### src/rtl/conv_window_if.sv
// conv_window_if: handshake/data bundle between the convolution sequencer and its environment
interface conv_window_if #(
  parameter int PW = 8,
  parameter int KW = 8
);
  logic          start;
  logic [3:0]    m;
  logic          conv_complete;
  logic [PW-1:0] pix_data;
  logic [KW-1:0] ker_data;
  logic          fetch;
  logic          slide;
  logic [9:0]    pixel_count;
  logic [6:0]    ker_addr;
  logic          res_we;
  logic [7:0]    res_data;
  logic [15:0]   win_count;
  logic          busy;
  logic          done;
  logic          err;
  modport master (
    output start, m, conv_complete, pix_data, ker_data,
    input  fetch, slide, pixel_count, ker_addr, res_we, res_data, win_count, busy, done, err
  );
  modport slave (
    input  start, m, conv_complete, pix_data, ker_data,
    output fetch, slide, pixel_count, ker_addr, res_we, res_data, win_count, busy, done, err
  );
endinterface

### src/rtl/conv_window_ctrl.sv
// conv_window_ctrl: window sequencer and MAC producing one saturated 8-bit result per window
module conv_window_ctrl #(
  parameter int PW    = 8,
  parameter int KW    = 8,
  parameter int AW    = 24,
  parameter int SHIFT = 4
) (
  input logic         clk,
  input logic         rst,
  conv_window_if.slave bus
);
  typedef enum logic [2:0] {IDLE, FETCH, DRAIN, WRITE, SLIDE, DONE} state_t;
  state_t                state, state_nx;
  logic [3:0]            m_r;
  logic [7:0]            mm;
  logic [9:0]            last, pc;
  logic                  vld, err_r, legal, accept;
  logic [15:0]           wc;
  logic signed [PW+KW:0] prod;
  logic signed [AW-1:0]  acc, sh;
  assign legal  = bus.m[0] && bus.m <= 4'd9;
  assign accept = state == IDLE && bus.start && legal;
  assign mm     = m_r * m_r;
  assign last   = {2'b0, mm} - 10'd1;
  assign prod   = $signed({1'b0, bus.pix_data}) * $signed(bus.ker_data);
  assign sh     = acc >>> SHIFT;
  // state register
  always_ff @(posedge clk or posedge rst)
    if (rst) state <= IDLE;
    else     state <= state_nx;
  // next state and state-decoded strobes
  always_comb begin
    state_nx        = state;
    bus.fetch       = state == FETCH;
    bus.slide       = state == SLIDE;
    bus.res_we      = state == WRITE;
    bus.done        = state == DONE;
    bus.busy        = state != IDLE;
    bus.pixel_count = pc;
    bus.ker_addr    = pc[6:0];
    bus.win_count   = wc;
    bus.err         = err_r;
    bus.res_data    = sh[AW-1] ? 8'd0 : (|sh[AW-2:8]) ? 8'hff : sh[7:0];
    case (state)
      IDLE:    state_nx = accept ? FETCH : IDLE;
      FETCH:   state_nx = pc == last ? DRAIN : FETCH;
      DRAIN:   state_nx = WRITE;
      WRITE:   state_nx = SLIDE;
      SLIDE:   state_nx = bus.conv_complete ? DONE : FETCH;
      default: state_nx = IDLE;
    endcase
  end
  // window index, read-data valid pipe, accumulator and result counter
  always_ff @(posedge clk or posedge rst)
    if (rst) begin
      m_r   <= '0;
      pc    <= '0;
      vld   <= 1'b0;
      err_r <= 1'b0;
      wc    <= '0;
      acc   <= '0;
    end else begin
      vld   <= state == FETCH;
      err_r <= state == IDLE && bus.start && !legal;
      pc    <= (state == FETCH && pc != last) ? pc + 10'd1 : '0;
      if (accept) begin
        m_r <= bus.m;
        wc  <= '0;
        acc <= '0;
      end else if (state == WRITE) begin
        wc  <= wc + 16'd1;
        acc <= '0;
      end else if (vld)
        acc <= acc + {{(AW-PW-KW-1){prod[PW+KW]}}, prod};
    end
endmodule

### src/flat_wrapper.sv
// flat-port wrapper written by rule: the top's interface ports become plain ports
module conv_window_ctrl_flat 
#(
  parameter int PW    = 8,
  parameter int KW    = 8,
  parameter int AW    = 24,
  parameter int SHIFT = 4
)
  (clk, rst, bus_start, bus_m, bus_conv_complete, bus_pix_data, bus_ker_data, bus_fetch, bus_slide, bus_pixel_count, bus_ker_addr, bus_res_we, bus_res_data, bus_win_count, bus_busy, bus_done, bus_err);
  conv_window_if #(.PW(PW), .KW(KW)) bus_i ();
  input logic clk;
  input logic rst;
  input wire logic [$bits(bus_i.start)-1:0] bus_start;
  input wire logic [$bits(bus_i.m)-1:0] bus_m;
  input wire logic [$bits(bus_i.conv_complete)-1:0] bus_conv_complete;
  input wire logic [$bits(bus_i.pix_data)-1:0] bus_pix_data;
  input wire logic [$bits(bus_i.ker_data)-1:0] bus_ker_data;
  output wire logic [$bits(bus_i.fetch)-1:0] bus_fetch;
  output wire logic [$bits(bus_i.slide)-1:0] bus_slide;
  output wire logic [$bits(bus_i.pixel_count)-1:0] bus_pixel_count;
  output wire logic [$bits(bus_i.ker_addr)-1:0] bus_ker_addr;
  output wire logic [$bits(bus_i.res_we)-1:0] bus_res_we;
  output wire logic [$bits(bus_i.res_data)-1:0] bus_res_data;
  output wire logic [$bits(bus_i.win_count)-1:0] bus_win_count;
  output wire logic [$bits(bus_i.busy)-1:0] bus_busy;
  output wire logic [$bits(bus_i.done)-1:0] bus_done;
  output wire logic [$bits(bus_i.err)-1:0] bus_err;
  assign bus_i.start = bus_start;
  assign bus_i.m = bus_m;
  assign bus_i.conv_complete = bus_conv_complete;
  assign bus_i.pix_data = bus_pix_data;
  assign bus_i.ker_data = bus_ker_data;
  assign bus_fetch = bus_i.fetch;
  assign bus_slide = bus_i.slide;
  assign bus_pixel_count = bus_i.pixel_count;
  assign bus_ker_addr = bus_i.ker_addr;
  assign bus_res_we = bus_i.res_we;
  assign bus_res_data = bus_i.res_data;
  assign bus_win_count = bus_i.win_count;
  assign bus_busy = bus_i.busy;
  assign bus_done = bus_i.done;
  assign bus_err = bus_i.err;
  conv_window_ctrl #(.PW(PW), .KW(KW), .AW(AW), .SHIFT(SHIFT)) u_core (.clk(clk), .rst(rst), .bus(bus_i));
endmodule
### config.mk
export PLATFORM = sky130hd
export DESIGN_NAME = conv_window_ctrl_flat
export DESIGN_NICKNAME = d
export VERILOG_FILES = /design/src/rtl/conv_window_if.sv /design/src/rtl/conv_window_ctrl.sv /design/src/flat_wrapper.sv
export SDC_FILE = /design/constraint.sdc
export NUM_CORES = 1
export LEC_CHECK = 0
export CAP_MARGIN = 20
export CORE_UTILIZATION = 55
export DETAILED_ROUTE_END_ITERATION = 6
export DONT_BUFFER_PORTS = 1
export HOLD_SLACK_MARGIN = 0.08
export PLACE_DENSITY = 0.76
export SYNTH_ARGS = -nofsm -noshare
export SYNTH_HDL_FRONTEND = slang
export SYNTH_SLANG_ARGS = --single-unit
### constraint.sdc
create_clock -name clk -period 4.4 [get_ports clk]
set_clock_uncertainty 0.05 [all_clocks]
set_input_delay 0.88 -clock clk [delete_from_list [all_inputs] [get_ports clk]]
set_output_delay 0.88 -clock clk [all_outputs]
set_load 0.05 [all_outputs]
# Word-level counts from Yosys, hierarchy flattened
# Cells that the tools add are included.
# op_classes
addsub	4
reduce_logical	11
eq_ne	7
multipliers	2
bitwise_logic	0
div_mod_pow	0
shifts	0
n_mux	12
magnitude_cmp	1
# op_table
operator	count
$mux 24	3
$mux 16	2
$add 24x24->24	1
$mul 9x8->17	1
$add 16x1->16 const B	1
$mux 8	2
$pmux 3 s5	1
$reduce_or 12->1	1
$add 10x1->10 const B	1
$eq 10x10->1	1
$mux 10	1
$ne 10x10->1	1
$sub 8x1->9 const B	1
$mul 4x4->8	1
$eq 3x2->1 const B	2
$eq 3x3->1 const B	2
$reduce_bool 3->1	2
$logic_and 1x1->1	5
$le 4x4->1 const B	1
$eq 3x1->1 const B	1
$logic_not 3->1	1
$mux 3	1
$mux 2	1
$reduce_bool 2->1	1
2 further kinds	2
# totals
reg_bits	59
ramBits	0
mem_count	0
rom_bits	0
input_bits	24
wordCells	44
latchBits	0
out_inout_bits	47

# Depth between registers and ports, before layout
# Gate-level depths: netlist (run 1).
# logic_depth
depth_word	5
ltp_mapped	27
depth_no_buf	27

# Least setup slack after synthesis (run 1)
# OpenSTA, ideal clock, no wires.
# synth_timing
path_type	input to register
startpoint	in bus_pix_data[0]
endpoint	reg u_core.acc[23]
setup_ps	120
path_stages	23
path_slack_ps	-1872
t_required_ps	4230
n_path_buf	0
arrival_ps	6102
path_cell_list	nand2b_1 -> fa_1 -> fa_1 -> inv_1 -> fa_1 -> inv_1 -> fa_1 -> inv_1 -> ha_1 -> o21ai_0 -> o21ai_1 -> a41o_1 -> o41ai_4 -> xnor2_1 -> ha_1 -> a21oi_1 -> o21ai_0 -> a21oi_1 -> o211ai_1 -> a21oi_1 -> xnor2_1 -> a21oi_1 -> a31o_1
# synth_between
elab_chain_cells	5
# synth_lines
item	line_no	source
start, declared	flat_wrapper.sv:16	input wire logic [$bits(bus_i.pix_data)-1:0] bus_pix_data;
$mul 9x8->17	conv_window_ctrl.sv:25	assign prod = $signed({1'b0, bus.pix_data}) * $signed(bus.ker_data);
$add 24x24->24	conv_window_ctrl.sv:74	acc <= acc + {{(AW-PW-KW-1){prod[PW+KW]}}, prod};
$mux 24	conv_window_ctrl.sv:73	end else if (vld)
$mux 24	conv_window_ctrl.sv:70	end else if (state == WRITE) begin
$mux 24	conv_window_ctrl.sv:66	if (accept) begin
end signal, assigned	conv_window_ctrl.sv:74	
end, declared	conv_window_ctrl.sv:20	logic signed [AW-1:0] acc, sh;
# Every way passes these cells. The select of a mux whose other input is x is not followed.
# A chain may end at the register's enable or synchronous reset.

# Final worst setup path (run 1)
# layout_timing
startpoint	in bus_ker_data[7]
endpoint	reg u_core.acc[23]
# layout_between
elab_chain_cells	5
# layout_lines
item	line_no	source
start, declared	flat_wrapper.sv:17	input wire logic [$bits(bus_i.ker_data)-1:0] bus_ker_data;
$mul 9x8->17	conv_window_ctrl.sv:25	
$add 24x24->24	conv_window_ctrl.sv:74	
$mux 24	conv_window_ctrl.sv:73	
$mux 24	conv_window_ctrl.sv:70	
$mux 24	conv_window_ctrl.sv:66	
# Every way passes these cells. The select of a mux whose other input is x is not followed.

==> results.sh, run 1 <==
export IMPL_whs_ps=465
export IMPL_dp_cells=959
export IMPL_pre_cts_slack_ps=-1870
export IMPL_yosys_warnings=0
export IMPL_synthDistinctLibCells=60
export IMPL_crit_path_end_kind="flop"
export IMPL_cts_max_path_buffers=2
export IMPL_grt_ovfl_total=0
export IMPL_via_count=5734
export IMPL_worst_pin_slew_ps=1100
export IMPL_grt_max_degree=33
export IMPL_via_per_inst=5.82
export IMPL_dr_first_iter_drc_count=450
export IMPL_ys_seq_area_share_pct=22.7
export IMPL_core_sq_um=11500
export IMPL_critical_path_class="in2reg"
export IMPL_setup_viol=16
export IMPL_start_util_pct=56.7
export IMPL_clk_latency_ps=320
export IMPL_yosys_register_bits=59
export IMPL_rows=39
export IMPL_track_usage_pct=28.3
export IMPL_ir_worst_vdd_mv=0.667
export IMPL_numClockSinks=59
export IMPL_post_drt_wl_per_cell_um=17.1
export IMPL_syn_area_sq_um=6500
export IMPL_antenna_found_initial=0
export IMPL_layout_commonest_cell="buf_4"
export IMPL_fin_tns_setup_ps=-18540
export IMPL_synth_flop_cell="dfrtp_1"
export IMPL_clk_pin_slew_worst_paths_ps=50
export IMPL_rsz0062_at_grt="yes"
export IMPL_antenna_left=0
export IMPL_crit_fanout=6
export IMPL_ff2ff_path_depth=12
export IMPL_slew_headroom_pct=26.8
export IMPL_setup_ws_ps=-1440
export IMPL_grt_pass1_wl_mm=28.5
export IMPL_post_route_min_period_ps=5840
export IMPL_gp_congestion=0.919
export IMPL_root_buffer="clkbuf_16"
export IMPL_n_antenna_cell=0
export IMPL_grt_pass1_vias=6008
export IMPL_final_cells=985
export IMPL_hp_class="in2async"
export IMPL_syn_avg_cell_area_sq_um=8.62
export IMPL_routed_wl_mm=16.9
export IMPL_violations="setup timing"
export IMPL_outcome="finished, violations left"
export IMPL_synth_edf_count=0
export IMPL_synthCells=754
export IMPL_syn2layout_area_growth_pct=25.6
export IMPL_start_kind="input port"
export IMPL_first_pass_iters=7
export IMPL_synth_async_sr_flop_share_pct=100
export IMPL_slew_violations=0
export IMPL_die_h_um=111
export IMPL_route_detailed_drc=0
export IMPL_powerDensity_nw_per_um2=913
export IMPL_htreeDepth=3
export IMPL_drive_gt1_share_pct=25.3
export IMPL_cts_buffers_inserted=9
export IMPL_port_buffers=0
export IMPL_finalHoldViolations=0
export IMPL_fillers=818
export IMPL_dp_final_hpwl_mm=12.3
export IMPL_cp_required_ps=4560
export IMPL_final_cell_mix="buf_4 (85), nor2_1 (73), inv_1 (64), ha_1 (60), dfrtp_1 (59)"
export IMPL_dieArea_sq_um=12300
export IMPL_period_share_pct=133
export IMPL_clock_fmax_ghz=0.171
export IMPL_cp_arrival_ps=5990
export IMPL_cts_tree="done"
export IMPL_pin_count=71
export IMPL_nets=983
export IMPL_power_leakage_uw=0.00395
export IMPL_die_w_um=111
export IMPL_cap_violations=0
export IMPL_syn_nets=896
## cells in the mapped netlist, types with 11 or more instances
library cell,count,area [sq um]
o21ai_0,34,170
nor3_1,11,55.1
nand2_1,57,214
mux2i_1,15,150
nor2_1,80,300
a21o_1,19,143
xnor2_1,32,280
and2_1,44,275
fa_1,38,761
nand3_1,14,70.1
a21oi_1,50,250
ha_1,80,1000
xor2_1,23,201
inv_1,78,293
dfrtp_1,59,1480
## per-stage QoR
stage / power [uW] / area (sq um) / util, %
after floorplan: 4060 / 6810 / -
after global placement: 5530 / 7490 / 65.3
after detailed placement: 5710 / 7490 / 65.3
after CTS: 6930 / 8040 / 70.1
after global routing: 7960 / 8160 / 71.2
final: 7450 / 8160 / 71.2
## kinds of logic (layout without fill, tap and decap cells)
| logic type | count (synthesis) | after routing | share of synthesized area [%] |
|---|---|---|---|
| AOI/OAI and AO/OA | 139 | 139 | 13.4 |
| xor gates and xnor gates | 55 | 55 | 7.41 |
| adders and majority gates | 118 | 118 | 27.1 |
| buffers and inverters | 101 | 189 | 6.49 |
| DFF | 59 | 59 | 22.7 |
| muxes | 18 | 18 | 2.83 |
| and+or+nand+nor | 264 | 264 | 20.0 |
## sequential cells by signal, summed over array words and instances, names as in the netlist
signal                  count
u_core.acc                 24
u_core.bus.win_count       16
u_core.bus.pixel_count     10
u_core.m_r                  4
u_core.state                3
u_core.bus.err              1
u_core.vld                  1
## repair_timing
| item | 4_1_cts | 5_1_grt |
|---|---|---|
| endpoints found under the setup margin | 16 | 18 |
| cloned | 0 | 0 |
| resized for setup | 60 | 17 |
| setup buffers | 12 | 4 |
| pin swaps | 37 | 11 |
| hold buffers | 0 | 0 |
## power breakdown
group / switching [uW] / internal, uW
clock: 215 / 366
sequential: 155 / 707
combinational: 2990 / 3020
total: 3360 / 4090
## per-layer routing
layer	GRT usage (%)	vias to the layer above	wire length, um
li1	-	2705	-
met1	35.0	2752	7000
met2	49.1	240	8540
met3	5.69	37	908
met4	9.78	0	401
met5	0	-	0
## final cells by class
cell class	count	area [sq um]	share of cell area, %
Tap cell	143	179	2.19
Multi-Input combinational cell	594	5180	63.4
Sequential cell	59	1480	18.1
Clock buffer	11	233	2.85
Clock inverter	1	5.00	0.0613
Inverter	78	297	3.63
Timing Repair Buffer	99	796	9.75
## worst max-delay path, stage by stage
cell and delay, ps:
clkinvlp_4 130, fa_1 490, fa_1 520, inv_2 40, fa_1 530, inv_1 50
fa_1 490, inv_2 50, ha_4 250, o21ai_4 170, o21ai_2 90, a41o_1 230
o41ai_4 340, xnor2_4 240, buf_6 160, ha_4 210, a21oi_1 160, o21ai_1 100
a21oi_1 140, o211ai_1 100, a21oi_1 160, xnor2_1 160, a21oi_1 90, a31o_1 200
## worst paths after layout
| kind | start | end | slack (ps) |
|---|---|---|---|
| worst max register to register | u_core.m_r[2]$_DFFE_PP0P_ | u_core.state[0]$_DFF_PP0_ | 590 |
| max in group asynchronous | rst | u_core.acc[8]$_DFFE_PP0P_ | 2980 |
| min in group clk | u_core.state[2]$_DFF_PP0_ | u_core.state[1]$_DFF_PP0_ | 470 |
| worst min register to register | u_core.state[2]$_DFF_PP0_ | u_core.state[1]$_DFF_PP0_ | 470 |
| worst max-delay path | bus_ker_data[7] | u_core.acc[23]$_DFFE_PP0P_ | -1440 |
| worst min-delay path | rst | u_core.bus.win_count[11]$_DFFE_PP0P_ | 470 |
Power figures use the tool's default switching activity.
==> run 2: changes to the inputs <==
--- a/config.mk
+++ b/config.mk
@@ -5,12 +5,12 @@
 export SDC_FILE = /design/constraint.sdc
 export NUM_CORES = 1
 export LEC_CHECK = 0
+export BUFFER_PORTS_ARGS = -buffer_cell sky130_fd_sc_hd__buf_2
 export CAP_MARGIN = 20
 export CORE_UTILIZATION = 55
 export DETAILED_ROUTE_END_ITERATION = 6
-export DONT_BUFFER_PORTS = 1
 export HOLD_SLACK_MARGIN = 0.08
-export PLACE_DENSITY = 0.76
+export PLACE_DENSITY = 0.81
 export SYNTH_ARGS = -nofsm -noshare
 export SYNTH_HDL_FRONTEND = slang
 export SYNTH_SLANG_ARGS = --single-unit
==> constraint.sdc (replaced) <==
create_clock -name clk -period 4.4 [get_ports clk]
set_clock_uncertainty 0.05 [all_clocks]
set_input_delay 0.88 -clock clk [delete_from_list [all_inputs] [get_ports clk]]
set_output_delay 0.88 -clock clk [all_outputs]
set_load 0.1 [all_outputs]
==> run 2 against run 1 <==
The run still ends with setup timing left. Clock power is 31% higher. Sequential power is 1% higher. Sequential cell count stayed put. Wire length is 11% higher. Die area stayed put. Critical path depth stayed put. Non-clock buffer count is 85 higher. Largest cell class unchanged.
==> results.sh, run 2 (synthesis results as in run 1) <==
export IMPL_outcome="finished, violations left"
export IMPL_violations="setup timing"
export IMPL_dp_final_hpwl_mm=12.4
export IMPL_ff2ff_path_depth=14
export IMPL_period_share_pct=137
export IMPL_numClockSinks=59
export IMPL_dr_first_iter_drc_count=438
export IMPL_worst_pin_slew_ps=1140
export IMPL_grt_pass1_wl_mm=29.2
export IMPL_drive_gt1_share_pct=36.1
export IMPL_via_count=6209
export IMPL_post_drt_wl_per_cell_um=17.4
export IMPL_first_pass_iters=5
export IMPL_ir_worst_vdd_mv=0.656
export IMPL_cp_arrival_ps=6190
export IMPL_cap_violations=0
export IMPL_slew_violations=0
export IMPL_dp_cells=1037
export IMPL_grt_pass1_vias=6275
export IMPL_start_kind="input port"
export IMPL_n_antenna_cell=0
export IMPL_cts_tree="done"
export IMPL_track_usage_pct=28.8
export IMPL_r2r_start="u_core.m_r[0]$_DFFE_PP0P_"
export IMPL_cts_buffers_inserted=9
export IMPL_crit_path_end_kind="flop"
export IMPL_regMostFlops="u_core.acc"
export IMPL_dieArea_sq_um=12300
export IMPL_clock_fmax_ghz=0.166
export IMPL_power_leakage_uw=0.00446
export IMPL_rows=39
export IMPL_final_cells=1074
export IMPL_rr_endpoint="u_core.state[0]$_DFF_PP0_"
export IMPL_gp_congestion=0.956
export IMPL_core_sq_um=11500
export IMPL_die_w_um=111
export IMPL_routed_wl_mm=18.7
export IMPL_via_per_inst=5.78
export IMPL_die_h_um=111
export IMPL_whs_ps=461
export IMPL_final_cell_mix="buf_4 (97), nor2_1 (73), inv_1 (60), dfrtp_1 (59), ha_1 (58)"
export IMPL_regToRegSetupSlack_ps=370
export IMPL_hp_class="reg2reg"
export IMPL_root_buffer="clkbuf_16"
export IMPL_setup_viol=18
export IMPL_cts_max_path_buffers=2
export IMPL_nets=1068
export IMPL_largest_reg_flops=24
export IMPL_setup_worst_path_end="u_core.acc[23]$_DFFE_PP0P_"
export IMPL_route_detailed_drc=0
export IMPL_critical_path_class="in2reg"
export IMPL_crit_fanout=8
export IMPL_powerDensity_nw_per_um2=951
export IMPL_post_route_min_period_ps=6030
export IMPL_cp_required_ps=4560
export IMPL_start_util_pct=56.7
export IMPL_antenna_found_initial=0
export IMPL_htreeDepth=3
export IMPL_finalHoldViolations=0
export IMPL_placed_area_sq_um=7900
export IMPL_antenna_left=0
export IMPL_layout_commonest_cell="buf_4"
export IMPL_slew_headroom_pct=24.3
export IMPL_grt_max_degree=60
export IMPL_pre_cts_slack_ps=-2010
export IMPL_syn2layout_area_growth_pct=39.3
export IMPL_rsz0062_at_grt="yes"
export IMPL_fin_area_sq_um=9050
export IMPL_port_buffers=70
export IMPL_grt_ovfl_total=0
export IMPL_clk_pin_slew_worst_paths_ps=50
export IMPL_clk_latency_ps=330
export IMPL_fin_tns_setup_ps=-20950
export IMPL_pin_count=71
export IMPL_setup_ws_ps=-1630
export IMPL_crit_start="bus_ker_data[7]"
## run 2: cell types whose count changed in the layout (fill, tap and decap cells not counted), moves of 4 or more
cell	previous run	this run
buf_4	85	97
and2_4	7	15
buf_8	0	5
buf_6	14	27
inv_1	64	60
buf_2	0	55
inv_2	13	17
xnor2_1	29	23
xnor2_2	1	7
and2_1	38	30
ha_4	18	22
## run 2: timing repair
action                                  CTS  global route
hold buffers                              0             0
setup buffers                            12            14
endpoints found under the setup margin   18            18
resized for setup                       112            47
pin swaps                                47            24
## run 2: worst min-delay path by stage
stage | to | cells past startpoint | slack (ps) | from
floorplan | u_core.state[1]$_DFF_PP0_ | 1 | 430 | u_core.state[2]$_DFF_PP0_
global placement | u_core.state[1]$_DFF_PP0_ | 1 | 440 | u_core.state[2]$_DFF_PP0_
detailed placement | u_core.state[1]$_DFF_PP0_ | 1 | 450 | u_core.state[2]$_DFF_PP0_
CTS | u_core.state[1]$_DFF_PP0_ | 1 | 450 | u_core.state[2]$_DFF_PP0_
global route | u_core.state[1]$_DFF_PP0_ | 1 | 470 | u_core.state[2]$_DFF_PP0_
finish | u_core.state[1]$_DFF_PP0_ | 1 | 460 | u_core.state[2]$_DFF_PP0_
## run 2: final cells by class
type                            count  area, sq um
Clock buffer                       11          253
Timing Repair Buffer              184         1380
Fill cell                         678         2410
Clock inverter                      5         75.1
Inverter                           78          297
Multi-Input combinational cell    594         5390
Tap cell                          143          179
Sequential cell                    59         1480
## run 2: stage by stage
step	power [uW]	util [%]
floorplan	4200	-
global placement	5670	68.9
detailed placement	5830	68.9
CTS	7490	76.2
global route	9090	79.0
finish	8610	79.0
## run 2: critical path, stage by stage
cell and delay (ps):
buf_8 100, clkinvlp_4 140, nor2_4 50, fa_1 560
fa_1 460, fa_1 510, inv_1 50, fa_1 510
inv_2 50, ha_4 220, nor3_4 160, nor2_2 70
a41o_1 280, o41ai_4 330, xnor2_4 290, ha_4 300
a21oi_2 180, o21ai_1 130, a21oi_1 140, o211ai_1 100
a21oi_1 220, xnor2_2 170, a21oi_1 90, a31o_1 220
## run 2: layer usage
layer	track usage [%]	vias up	part of all wire, %
met4	11.8	0	3.4
met3	3.66	66	4.7
met5	0	-	0
met1	34.8	3031	41
met2	51.8	234	51
li1	-	2878	-
## run 2: power by group
group          switching [uW]  internal, uW
sequential                165           707
clock                     240           523
combinational            3550          3440
==> run 3: changes to the inputs <==
--- a/config.mk
+++ b/config.mk
@@ -11,6 +11,7 @@
 export DETAILED_ROUTE_END_ITERATION = 6
 export HOLD_SLACK_MARGIN = 0.08
 export PLACE_DENSITY = 0.81
+export SKIP_CTS_REPAIR_TIMING = 1
 export SYNTH_ARGS = -nofsm -noshare
 export SYNTH_HDL_FRONTEND = slang
 export SYNTH_SLANG_ARGS = --single-unit
==> run 3 against run 2 <==
The flow still finishes with violations (setup timing). Wire length shrank 11%. Via count is 3.8% lower. Largest cell class unchanged. Cell count is 0.84% lower. Sequential cell count unchanged. Critical path type unchanged. Clock power decreased by 0.5%. Non-clock buffer count shrank 9.
==> results.sh, run 3 (synthesis results as in run 1) <==
export IMPL_outcome="finished, violations left"
export IMPL_violations="setup timing"
export IMPL_setup_viol=18
export IMPL_cts_max_path_buffers=2
export IMPL_ir_worst_vdd_mv=0.623
export IMPL_htreeDepth=3
export IMPL_rsz0062_at_grt="yes"
export IMPL_post_drt_wl_per_cell_um=15.6
export IMPL_pre_cts_slack_ps=-2010
export IMPL_swShare_pct=44.8
export IMPL_seqCellArea_sq_um=1480
export IMPL_combPwrFrac_pct=78.7
export IMPL_finalHoldViolations=0
export IMPL_path_common_cell="fa_1"
export IMPL_crit_path_end_kind="flop"
export IMPL_multiInputGateArea_sq_um=5160
export IMPL_powerDensity_nw_per_um2=875
export IMPL_setup_ws_ps=-1660
export IMPL_fin_area_sq_um=8650
export IMPL_dp_cells=1037
export IMPL_drive_gt1_share_pct=32.3
export IMPL_p_int_uw=4180
export IMPL_layout_commonest_cell="buf_4"
export IMPL_dieArea_sq_um=12300
export IMPL_die_w_um=111
export IMPL_cp_slowest_cell="fa_1"
export IMPL_route_detailed_drc=0
export IMPL_cap_violations=0
export IMPL_n_antenna_cell=0
export IMPL_final_cells=1065
export IMPL_crit_chain="buf_2 -> clkinvlp_4 -> nor2_2 -> fa_1 -> fa_1 -> fa_1 -> inv_1 -> fa_1 -> inv_2 -> ha_4 -> nor3_2 -> nor2_2 -> a41o_1 -> o41ai_4 -> xnor2_4 -> ha_4 -> and4_4 -> nand2_4 -> o211ai_1 -> a21oi_2 -> xnor2_2 -> a21oi_1 -> a31o_1"
export IMPL_p_sw_uw=3400
export IMPL_cts_buffers_inserted=9
export IMPL_dp_final_hpwl_mm=12.4
export IMPL_slew_violations=0
export IMPL_largest_reg_flops=24
export IMPL_grt_max_degree=60
export IMPL_antenna_left=0
export IMPL_clock_fmax_ghz=0.165
export IMPL_pwr_share_clk_pct=10.0
export IMPL_cts_tree="done"
export IMPL_worst_pin_slew_ps=1160
export IMPL_placed_area_sq_um=7900
export IMPL_die_h_um=111
export IMPL_grt_pass1_vias=6025
export IMPL_worst_path_largest_cell_delay_ps=510
export IMPL_gp_congestion=0.956
export IMPL_fillers=734
export IMPL_grt_ovfl_total=0
export IMPL_syn2layout_area_growth_pct=33.2
export IMPL_grt_pass1_wl_mm=27.5
export IMPL_clk_pin_slew_worst_paths_ps=50
export IMPL_nets=1059
export IMPL_root_buffer="clkbuf_16"
export IMPL_track_usage_pct=26.8
export IMPL_numClockSinks=59
export IMPL_dr_first_iter_drc_count=460
export IMPL_power_leakage_uw=0.00431
export IMPL_via_count=5971
export IMPL_hp_class="reg2reg"
export IMPL_post_route_min_period_ps=6060
export IMPL_routed_wl_mm=16.6
export IMPL_port_buffers=70
export IMPL_cp_arrival_ps=6220
export IMPL_cp_required_ps=4560
export IMPL_clk_latency_ps=320
export IMPL_p_seq_share_pct=11.3
export IMPL_slew_headroom_pct=22.7
export IMPL_first_pass_iters=5
export IMPL_critical_path_class="in2reg"
export IMPL_rows=39
export IMPL_core_sq_um=11500
export IMPL_start_kind="input port"
export IMPL_pin_count=71
export IMPL_regMostFlops="u_core.acc"
export IMPL_via_per_inst=5.61
export IMPL_crit_fanout=8
export IMPL_period_share_pct=138
export IMPL_antenna_found_initial=0
export IMPL_start_util_pct=56.7
export IMPL_final_cell_mix="buf_4 (101), nor2_1 (70), inv_1 (65), ha_1 (63), buf_2 (63)"
==> run 3: final cells by class <==
| cell class | instances | area share, % |
|---|---|---|
| Multi-Input combinational cell | 594 | 59.7 |
| Clock inverter | 5 | 0.868 |
| Clock buffer | 11 | 2.92 |
| Timing Repair Buffer | 175 | 13.9 |
| Inverter | 78 | 3.48 |
| Sequential cell | 59 | 17.1 |
| Tap cell | 143 | 2.07 |
==> run 3: through the flow <==
stage	hold WS [ps]	total power (uW)	setup TNS, ps	utilization, %
6_report	453	7570	-21650	75.5
5_1_grt	468	8100	-25360	75.5
4_1_cts	454	6680	-20780	71.7
3_5_place_dp	448	5830	-26460	68.9
3_3_place_gp	443	5670	-25240	68.9
2_1_floorplan	426	4200	-15990	-
==> run 3: path summary, 6_finish.rpt <==
check                                                       endpoint                 startpoint  slack [ps]  cells after the start
worst max-delay path                      u_core.acc[23]$_DFFE_PP0P_            bus_ker_data[7]       -1660                     23
worst min-delay path                       u_core.state[1]$_DFF_PP0_  u_core.state[2]$_DFF_PP0_         450                      1
worst max register to register             u_core.state[0]$_DFF_PP0_  u_core.m_r[0]$_DFFE_PP0P_         390                     14
min in group asynchronous       u_core.bus.win_count[13]$_DFFE_PP0P_                        rst         710                      3
worst min register to register             u_core.state[1]$_DFF_PP0_  u_core.state[2]$_DFF_PP0_         450                      1
max in group asynchronous                  u_core.acc[1]$_DFFE_PP0P_                        rst        3110                      3
==> run 3: critical path: cells and delay by family <==
family / cells / cell delay (ps)
AOI/OAI and AO/OA: 6 / 1220
xor gates and xnor gates: 2 / 470
adders and majority gates: 6 / 2490
buffers and inverters: 4 / 390
and+or+nand+nor: 5 / 740
==> run 3: power groups by stage <==
stage | clock network, uW | registers (uW) | logic [uW]
2_1_floorplan | 0 | 800 | 3400
3_3_place_gp | 0 | 850 | 4820
3_5_place_dp | 0 | 853 | 4980
4_1_cts | 763 | 849 | 5060
5_1_grt | 786 | 867 | 6440
6_report | 758 | 858 | 5960
==> run 3: layer usage <==
metal	vias to the layer above	GRT usage [%]	share of wire, %
li1	2858	-	-
met1	2921	33.2	43
met2	170	48.2	51
met3	22	3.50	4.0
met4	0	8.53	1.7
met5	-	0	0
